### src/rtl/cordic_pkg.sv
// cordic_pkg: shared types and constants for the iterative CORDIC controller.
// Angles are Q3.29 radians; ATAN_TABLE[i] = round(atan(2^-i) * 2^29).
package cordic_pkg;

  localparam int Z_FRAC_BITS = 29;

  typedef enum logic [1:0] {
    ST_IDLE = 2'd0,
    ST_RUN  = 2'd1,
    ST_DONE = 2'd2
  } state_e;

  localparam logic [31:0] ATAN_TABLE [0:31] = '{
    32'd421657428, 32'd248918915, 32'd131521918, 32'd66762579,
    32'd33510843,  32'd16771758,  32'd8387925,   32'd4194219,
    32'd2097141,   32'd1048575,   32'd524288,    32'd262144,
    32'd131072,    32'd65536,     32'd32768,     32'd16384,
    32'd8192,      32'd4096,      32'd2048,      32'd1024,
    32'd512,       32'd256,       32'd128,       32'd64,
    32'd32,        32'd16,        32'd8,         32'd4,
    32'd2,         32'd1,         32'd0,         32'd0
  };

  // 1 selects d=+1. Zero z (rotation) or zero y (vectoring) yields d=-1.
  function automatic logic rot_dir(
    input logic        mode,
    input logic [31:0] y,
    input logic [31:0] z
  );
    return mode ? y[31] : (!z[31] && (|z));
  endfunction

endpackage

### src/rtl/cordic_rot_step.sv
// cordic_rot_step: one combinational CORDIC micro-rotation.
// Arithmetic shifts, 32-bit wrapping adds, no saturation.
module cordic_rot_step
  import cordic_pkg::*;
(
  input  logic [31:0] x_i,
  input  logic [31:0] y_i,
  input  logic [31:0] z_i,
  input  logic [4:0]  shift_i,
  input  logic [31:0] atan_i,
  input  logic        mode_i,
  output logic [31:0] x_o,
  output logic [31:0] y_o,
  output logic [31:0] z_o
);

  logic signed [31:0] xs;
  logic signed [31:0] ys;

  // rotate by +/- atan(2^-shift) depending on direction
  always_comb begin
    xs = $signed(x_i) >>> shift_i;
    ys = $signed(y_i) >>> shift_i;
    if (rot_dir(mode_i, y_i, z_i)) begin
      x_o = x_i - ys;
      y_o = y_i + xs;
      z_o = z_i - atan_i;
    end else begin
      x_o = x_i + ys;
      y_o = y_i - xs;
      z_o = z_i + atan_i;
    end
  end

endmodule

### src/rtl/cordic_iter_ctrl.sv
// cordic_iter_ctrl: iterative CORDIC, one micro-rotation per cycle,
// ITER cycles per operation, valid/ready on both sides.
module cordic_iter_ctrl
  import cordic_pkg::*;
#(
  parameter int ITER = 16
) (
  input  logic        clk,
  input  logic        rst_n,
  input  logic        in_valid,
  output logic        in_ready,
  input  logic        in_mode,
  input  logic [31:0] in_x,
  input  logic [31:0] in_y,
  input  logic [31:0] in_z,
  output logic        out_valid,
  input  logic        out_ready,
  output logic [31:0] out_x,
  output logic [31:0] out_y,
  output logic [31:0] out_z
);

  localparam logic [4:0] LAST = 5'(ITER - 1);

  state_e      state_q, state_d;
  logic [4:0]  iter_q, iter_d;
  logic        mode_q, mode_d;
  logic [31:0] x_q, y_q, z_q;
  logic [31:0] x_d, y_d, z_d;
  logic [31:0] sx, sy, sz;
  logic        accept;
  logic        last;

  cordic_rot_step u_step (
    .x_i     (x_q),
    .y_i     (y_q),
    .z_i     (z_q),
    .shift_i (iter_q),
    .atan_i  (ATAN_TABLE[iter_q]),
    .mode_i  (mode_q),
    .x_o     (sx),
    .y_o     (sy),
    .z_o     (sz)
  );

  assign accept = (state_q == ST_IDLE) && in_valid;
  assign last   = (iter_q == LAST);

  // state register
  always_ff @(posedge clk or negedge rst_n) begin
    if (!rst_n) state_q <= ST_IDLE;
    else        state_q <= state_d;
  end

  // next-state decode
  always_comb begin
    state_d = state_q;
    unique case (state_q)
      ST_IDLE: if (in_valid)  state_d = ST_RUN;
      ST_RUN:  if (last)      state_d = ST_DONE;
      ST_DONE: if (out_ready) state_d = ST_IDLE;
      default:                state_d = ST_IDLE;
    endcase
  end

  // handshake outputs come from state only
  always_comb begin
    in_ready  = (state_q == ST_IDLE);
    out_valid = (state_q == ST_DONE);
  end

  assign out_x = x_q;
  assign out_y = y_q;
  assign out_z = z_q;

  // working register next values: load on accept, step in RUN
  always_comb begin
    x_d    = x_q;
    y_d    = y_q;
    z_d    = z_q;
    mode_d = mode_q;
    iter_d = iter_q;
    if (accept) begin
      x_d    = in_x;
      y_d    = in_y;
      z_d    = in_z;
      mode_d = in_mode;
      iter_d = '0;
    end else if (state_q == ST_RUN) begin
      x_d    = sx;
      y_d    = sy;
      z_d    = sz;
      iter_d = iter_q + 5'd1;
    end
  end

  // working registers
  always_ff @(posedge clk or negedge rst_n) begin
    if (!rst_n) begin
      x_q    <= '0;
      y_q    <= '0;
      z_q    <= '0;
      mode_q <= 1'b0;
      iter_q <= '0;
    end else begin
      x_q    <= x_d;
      y_q    <= y_d;
      z_q    <= z_d;
      mode_q <= mode_d;
      iter_q <= iter_d;
    end
  end

endmodule

### config.mk
export PLATFORM = sky130hd
export DESIGN_NAME = cordic_iter_ctrl
export DESIGN_NICKNAME = d
export VERILOG_FILES = /design/src/rtl/cordic_pkg.sv /design/src/rtl/cordic_rot_step.sv /design/src/rtl/cordic_iter_ctrl.sv
export SDC_FILE = /design/constraint.sdc
export NUM_CORES = 1
export LEC_CHECK = 0
export CORE_ASPECT_RATIO = 2
export CORE_MARGIN = 2
export CORE_UTILIZATION = 34
export CTS_CLUSTER_DIAMETER = 60
export DETAILED_ROUTE_END_ITERATION = 10
export SYNTH_ARGS = -nofsm -noshare
export SYNTH_HDL_FRONTEND = slang
export SYNTH_SLANG_ARGS = --single-unit
### constraint.sdc
create_clock -name clk -period 16 [get_ports clk]
set_clock_uncertainty 0.1 [all_clocks]
set_input_delay 4.8 -clock clk [delete_from_list [all_inputs] [get_ports clk]]
set_output_delay 4.8 -clock clk [all_outputs]
set_load 0.005 [all_outputs]
# ---- Word-level counts from Yosys, hierarchy flattened
# Memories as Yosys holds them, arrays and structs flattened.
# Cells that the tools add are included.
dict set report totals {
  register_bits 104
  rom_bits 1024
  output_inout_bits 98
  elab_cells 49
  mem_count 1
}
# memory depth word_bits rd rd_ports_with_merged_regs wr line
set memory_table {}
lappend memory_table {{(name not given)} 32 32 1 0 0 cordic_iter_ctrl.sv:39} ;# .atan_i (ATAN_TABLE[iter_q]),
dict set report op_classes {
  add_sub_neg 7
  magnitude_cmp 1
  eq_ne 6
  shifts 2
  muxes 18
  n_bitwise 1
  reduce_logical 7
}
# cell count
set ops {}
lappend ops {{$mux 32} 11}
lappend ops {{$add 32x32->32} 3}
lappend ops {{$sub 32x32->32} 3}
lappend ops {{$sshr 32x5->32} 2}
lappend ops {{$reduce_or 32->1} 1}
lappend ops {{$mux 5} 2}
lappend ops {{$ge 6x6->1 const B} 1}
lappend ops {{$mux 2} 3}
lappend ops {{$not 5->6} 1}
lappend ops {{$pmux 2 s3} 1}
lappend ops {{$add 5x1->5 const B} 1}
lappend ops {{$eq 5x4->1 const B} 1}
lappend ops {{$ne 2x2->1 const B} 2}
lappend ops {{$reduce_and 3->1} 1}
lappend ops {{$eq 2x1->1 const B} 1}
lappend ops {{$eq 2x2->1 const B} 1}
lappend ops {{$logic_and 1x1->1} 2}
lappend ops {{$logic_not 2->1} 1}
lappend ops {{$ne 2x1->1 const B} 1}
lappend ops {{$reduce_bool 2->1} 1}
lappend ops {{$logic_not 1->1} 1}
lappend ops {{$mux 1} 1}

# ---- Depth between registers and ports, before layout
# Gate-level depths: netlist of run 1.
dict set report depth {
  word_depth 8
  mapped_depth 27
  mapped_depth_nobuf 23
}

# ---- Cells and area by module
# A second synthesis of run 1 with hierarchy kept.
dict set report unflattened {
  hier_cells 2005
  area_unflattened_um2 16408.2
}
# module instances cells_each area_per_inst_um2
set modules_own_cells {}
lappend modules_own_cells {cordic_rot_step 1 1439 11307.1}
lappend modules_own_cells {cordic_iter_ctrl 1 566 5101.1}

# ---- Worst setup path before layout of run 1
# Ideal clock, no wire load.
dict set report synth_timing {
  kind {input to register}
  from {input in_valid}
  to {register y_q[29], in the netlist out_y[29]}
  setup_ns 0.082
  arrival_time_ns 5.922
  required_time_ns 15.818
  setup_slack_ns 9.897
  stages 6
  cell_sequence {and2_1 > clkbuf_1 > clkbuf_1 > clkbuf_1 > nand2_1 > a31oi_1}
}
dict set report synth_between {
  elab_chain_cells 2
}
# item line
set synth_rtl {}
lappend synth_rtl {{start, declared} cordic_iter_ctrl.sv:10} ;# input logic in_valid,
lappend synth_rtl {{$logic_and 1x1->1 (*)} cordic_iter_ctrl.sv:46} ;# assign accept = (state_q == ST_IDLE) && in_valid;
lappend synth_rtl {{$mux 32 or $reduce_bool 2->1 (tied branches)} --}
lappend synth_rtl {{end signal, assigned} cordic_iter_ctrl.sv:107} ;# y_q <= y_d;
lappend synth_rtl {{end, declared} cordic_iter_ctrl.sv:28} ;# logic [31:0] x_q, y_q, z_q;
# Mark *: on every way between the ends. The rest lies on a longest branch, timed or not.
# A chain may end at the register's enable or synchronous reset.

# ---- Worst setup path in the final report of run 1
dict set report layout_timing {
  from {register iter_q[0]}
  to {register y_q[31], in the netlist out_y[31]}
}
dict set report layout_between {
  elab_chain_cells 5
}
# item line
set layout_rtl {}
lappend layout_rtl {{start, declared} cordic_iter_ctrl.sv:26} ;# logic [4:0] iter_q, iter_d;
lappend layout_rtl {{start signal, assigned} cordic_iter_ctrl.sv:110} ;# iter_q <= iter_d;
lappend layout_rtl {{$sshr 32x5->32 (*)} cordic_rot_step.sv:22} ;# xs = $signed(x_i) >>> shift_i;
lappend layout_rtl {{$sub 32x32->32 or $add 32x32->32 (tied branches)} {cordic_rot_step.sv:30, cordic_rot_step.sv:26}}
lappend layout_rtl {{$mux 32 (*)} cordic_rot_step.sv:24} ;# if (rot_dir(mode_i, y_i, z_i)) begin
lappend layout_rtl {{$mux 32 (*)} cordic_iter_ctrl.sv:89} ;# end else if (state_q == ST_RUN) begin
lappend layout_rtl {{$mux 32 (*)} cordic_iter_ctrl.sv:83} ;# if (accept) begin
# Mark *: on every way between the ends. The rest lies on a longest branch, timed or not. The select of a mux whose other input is x is not followed.

==> results.cfg, run 1 <==
[final_layout]
fill_cells = 5002
drive_gt1_share_pct = 8.93
diodes = 0
final_cell_mix = nand2_1, a21oi_1, clkdlybuf4s50_1
nNetsFinal = 2397
syn2layout_area_growth_pct = 16.1
layout_commonest_cell = nand2_1
post-route-util_pct = 39.9

[yosys]
ys_ff_latch = 104
ys.flop_type = dfrtp_1
ys_warn_count = 0
syn_nets = 2298
syn_area_mm2 = 0.0166
synth_edf_count = 0
yosys.cell_types.count = 93
async_flop_share_pct = 100
ys_seq_area_share_pct = 15.6
syn_inst = 2080
syn-mean-instance-area_um2 = 8.00

[critical_path]
critical_path_required_ns = 16.17
setup.worst_path.start = iter_q[0]
start_kind = register
critPathKind = reg -> reg
rr_startpoint = iter_q[0]
end_kind = register
critPathArrivalTime_ns = 7.72
path_buf_inv = 1
crit_family = compound AO/OA/AOI/OAI gates
cp_max_fo = 68
path_common_cell = a21oi_1
critPathMaxStageDelay_ns = 1.02
cp_cell_sequence = buf_4 > mux2i_1 > mux2_2 > a21oi_1 > a21oi_1 > nand4b_1 > nor2_1 > a21oi_1 > xor2_1 > ha_1 > o211ai_1 > nor3_1 > nand4_1 > a31oi_1 > a21oi_1 > o31ai_1 > nor4_1 > nor3_1 > xnor2_1 > a21oi_1
slowest_stage = dfrtp_4

[sta]
hold_viol_final = 0
min_period_over_period_pct = 47.2
hold_slack_ns = 0.480
period_minus_slack_ns = 7.56
tightest_slew_ns = 1.16
slew_headroom_pct = 20.4
slew_violations = 0
rsz0062_at_grt = no
setup_viol = 0
tns_ns = 0
fmax_ghz = 0.132

[drt]
drt-pass1-iter-count = 6
routed_via_density = 6.31
ant_nets = 0
via_count = 17800
drt-total-wl_mm = 77.1
wl_per_cell_um = 27.3
drc = 0
drt_iter0_markers = 1522

[cts]
clock_sinks = 104
clock_latency_ns = 0.41
cts_resized = 0
cts.clk_slew.worst_paths_ns = 0.08
root_buffer = clkbuf_16
htree_levels = 3
cts_tree = built
holdBufCountCts = 0
cts_buffer_depth = 2
numCtsBuffers = 9
cts_setup_buffers = 0

[placement]
io_buffers = 198
dp.final_hpwl_mm = 58.1
gp_congestion = 1.07

[global_route]
grt_pass1_wl_mm = 114
grt_pass1_vias = 18200
grt_max_degree = 81
grt_overflow = 0
grt_antenna_before_repair = 1
gr-usage-all-layers_pct = 29.9

[floorplanning]
rows = 114
dieArea_mm2 = 0.0508
die_h_um = 317
start_util_pct = 34.4
ioPinCount = 199
coreArea_mm2 = 0.0484
die_x_um = 160

[min_path]
hold_path.class = reg -> reg
worstHoldStart = out_y[0]

[status]
status = completed

[run]
maxCapViolCount = 0
-- final timing paths --
| kind | endpoint | slack (ns) | cells past startpoint |
|---|---|---|---|
| setup / recovery | out_y[31] | 8.44 | 20 |
| hold / removal | out_y[0] | 0.48 | 2 |
| setup reg to reg | out_y[31] | 8.44 | 20 |
| hold reg to reg | out_y[0] | 0.48 | 2 |
| max in group asynchronous | iter_q[0] | 10.00 | 2 |
| min in group asynchronous | out_x[5] | 4.33 | 1 |
-- metrics by stage --
step	instances	cell area, um2	setup WS (ns)
finish	2822	19300	8.44
global route	2822	19300	7.89
CTS	2822	19300	8.44
detailed placement	2806	19000	8.48
global placement	2806	19000	8.57
floorplan	2080	16600	9.90
-- cell families (layout without fill, tap and decap cells) --
logic type	Yosys count	count (layout)	share of synthesized area (%)
buf+inv	187	291	5.06
simple gates	642	642	18.1
fa+ha+maj	117	117	8.94
mux	175	175	16.8
compound gates	690	690	26.8
flops	104	104	15.6
xor+xnor	165	165	8.69
-- worst min-delay path: stages, from the launching register on --
cell	delay (ns)
dfrtp_1	0.42
nand2_1	0.07
nand2_1	0.06
-- flip-flops by register name, summed over array words and instances, names as in the netlist --
| signal | cells |
|---|---|
| out_y | 32 |
| out_x | 32 |
| mode_q | 1 |
| state_q | 2 |
| iter_q | 5 |
| out_z | 32 |
-- cell usage after synthesis, drive strengths merged, types with 25 or more instances --
| cell | n | area share, % |
|---|---|---|
| nor2 | 177 | 4.0 |
| a211oi | 33 | 1.5 |
| nand3 | 32 | 0.96 |
| nor3 | 43 | 1.3 |
| nand2b | 25 | 0.94 |
| clkbuf | 73 | 1.7 |
| ha | 114 | 8.6 |
| a22oi | 27 | 1.2 |
| mux4 | 80 | 11 |
| buf | 64 | 2.3 |
| inv | 47 | 1.1 |
| a21oi | 199 | 6.0 |
| dfrtp | 104 | 16 |
| mux2i | 68 | 4.1 |
| a21o | 52 | 2.3 |
| nand2 | 227 | 5.1 |
| xnor2 | 86 | 4.5 |
| a31oi | 51 | 2.0 |
| o21ai | 139 | 4.2 |
| mux2 | 27 | 1.8 |
| o22ai | 30 | 1.1 |
| xor2 | 79 | 4.2 |
-- layer usage --
| metal | part of all wire (%) | track usage (%) |
|---|---|---|
| met5 | 0.016 | 0 |
| met4 | 9.8 | 26.1 |
| met3 | 7.0 | 6.18 |
| met2 | 49 | 52.6 |
| met1 | 34 | 29.8 |
-- area by class of cell --
cell class,instances,area (um2),area share (%)
Clock buffer,10,239,1.24
Tap cell,638,798,4.13
Timing Repair Buffer,225,2180,11.3
Sequential cell,104,2610,13.5
Inverter,50,188,0.972
Multi-Input combinational cell,1789,13200,68.4
Clock inverter,6,75.1,0.389
Power of run 1 is not shown: default switching activity piles up to over one toggle a cycle in this logic, so the estimate is an artifact.
==> run 2: changes to the inputs <==
==> constraint.sdc (replaced) <==
create_clock -name clk -period 7.3 [get_ports clk]
set_clock_uncertainty 0.1 [all_clocks]
set_input_delay 2.19 -clock clk [delete_from_list [all_inputs] [get_ports clk]]
set_output_delay 2.19 -clock clk [all_outputs]
set_load 0.005 [all_outputs]
==> results.cfg, run 2 (synthesis results as in run 1) <==
[global_route]
grt_overflow = 0
grt_max_degree = 89
grt_antenna_before_repair = 0
grt_pass1_wl_mm = 114
grt_pass1_vias = 18100
gr-usage-all-layers_pct = 29.7

[final_layout]
finalInstanceArea_mm2 = 0.0197
drive_gt1_share_pct = 11.1
final_cell_mix = nand2_1, a21oi_1, clkdlybuf4s50_1
layout_commonest_cell = nand2_1
syn2layout_area_growth_pct = 18.7
final_cell_count_no_fill = 2877
nNetsFinal = 2452
diodes = 0

[placement]
dp.final_hpwl_mm = 59.7
gp_congestion = 1.04
io_buffers = 198
dpl.cell_count = 2860
placed_cell_area_mm2 = 0.0194

[cts]
numCtsBuffers = 9
root_buffer = clkbuf_16
cts_buffer_depth = 2
cts_tree = built
cts.clk_slew.worst_paths_ns = 0.09
cts_resized = 0
clock_sinks = 104
htree_levels = 3
clock_latency_ns = 0.41

[sta]
min_period_over_period_pct = 91.1
slew_headroom_pct = 19.3
setup_viol = 0
period_minus_slack_ns = 6.65
tightest_slew_ns = 1.20
hold_viol_final = 0
tns_ns = 0
slew_violations = 0
fmax_ghz = 0.150
rsz0062_at_grt = no

[critical_path]
slowest_stage = dfrtp_4
rr_startpoint = iter_q[0]
reg2reg_to = out_z[31]
path_buf_inv = 1
r2r_setup_slack_ns = 0.65
crit_cells = 23
crit_family = simple AND/OR/NAND/NOR gates
rr_worst_depth = 23
critPathKind = reg -> reg
end_kind = register
critPathArrivalTime_ns = 6.87
cp_cell_sequence = inv_1 > ha_1 > mux2i_1 > o22a_1 > o22ai_1 > nor3_1 > or3b_2 > nor4_1 > nand2b_1 > nor2_1 > a31oi_1 > xor2_1 > ha_1 > nand3_1 > nor2_1 > and2_1 > a32o_1 > a31oi_1 > o211ai_1 > a41oi_1 > xor2_1 > a211oi_1 > a311oi_1
cp_max_fo = 29
critPathMaxStageDelay_ns = 0.78
start_kind = register
critical_path_required_ns = 7.52

[drt]
wl_per_cell_um = 26.7
routed_via_density = 6.22
ant_nets = 0
drt-total-wl_mm = 76.8
via_count = 17900
drt_iter0_markers = 1508
drc = 0
drt-pass1-iter-count = 6

[min_path]
worstHoldStart = mode_q
min_delay_worst_endpoint = mode_q
hold_path.class = reg -> reg
holdPathStages = 2

[floorplanning]
die_x_um = 160
ioPinCount = 199
die_h_um = 317
rows = 114
dieArea_mm2 = 0.0508
start_util_pct = 34.4
coreArea_mm2 = 0.0484

[run]
maxCapViolCount = 0

[status]
status = completed
[run 2: cell count changes in the layout (fill, tap and decap cells not counted)]
cell        before  now
buf_4           28   79
buf_12           0    4
nor2_2           1    0
clkinvlp_4       1    3
bufinv_16        1    0
clkinv_4         2    1
nor2_1         175  176
[run 2: per-layer routing]
metal	track usage, %	wire (um)	up-vias
met2	53.8	39300	857
met3	4.45	4350	257
met4	23.4	6740	0
met5	0	0	-
li1	-	-	8118
met1	30.6	26400	8654
[run 2: through the flow]
| stage | setup WS [ns] | hold slack [ns] | utilization [%] |
|---|---|---|---|
| 2_1_floorplan | 1.58 | 0.391 | - |
| 3_3_place_gp | 0.541 | 0.443 | 40.2 |
| 3_5_place_dp | 0.402 | 0.455 | 40.2 |
| 4_1_cts | 0.370 | 0.478 | 40.8 |
| 5_1_grt | 0.0786 | 0.523 | 40.8 |
| 6_report | 0.651 | 0.482 | 40.8 |
[run 2: how the worst max path moves through the flow]
stage | from | end | slack, ns
floorplan | iter_q[1] | out_z[31] | 1.58
global placement | iter_q[0] | out_z[31] | 0.54
detailed placement | iter_q[0] | out_z[31] | 0.40
CTS | iter_q[0] | out_z[31] | 0.37
global route | iter_q[0] | out_z[31] | 0.08
finish | iter_q[0] | out_z[31] | 0.65
[run 2: cell type report]
type | count | area, um2
multi-input combinational | 1789 | 13200
sequential | 104 | 2610
clock buffer | 10 | 239
clock inverter | 6 | 51.3
timing repair buffer | 280 | 2650
fill | 4957 | 28600
inverter | 50 | 188
tap | 638 | 798
[run 2: what timing repair did]
action | 4_1_cts | 5_1_grt
hold buffers | 0 | 0
buffers inserted | 0 | 1
setup endpoints to repair | 0 | 2
[run 2: worst reg2reg max path: cells and delay by family (launching register included)]
kind / cells / cell delay (ns)
simple gates: 8 / 2.00
xor+xnor: 2 / 0.45
compound gates: 9 / 1.93
flops: 1 / 0.78
buf+inv: 1 / 0.37
fa+ha+maj: 2 / 0.76
mux: 1 / 0.16
Power of run 2 is left out for the same reason.
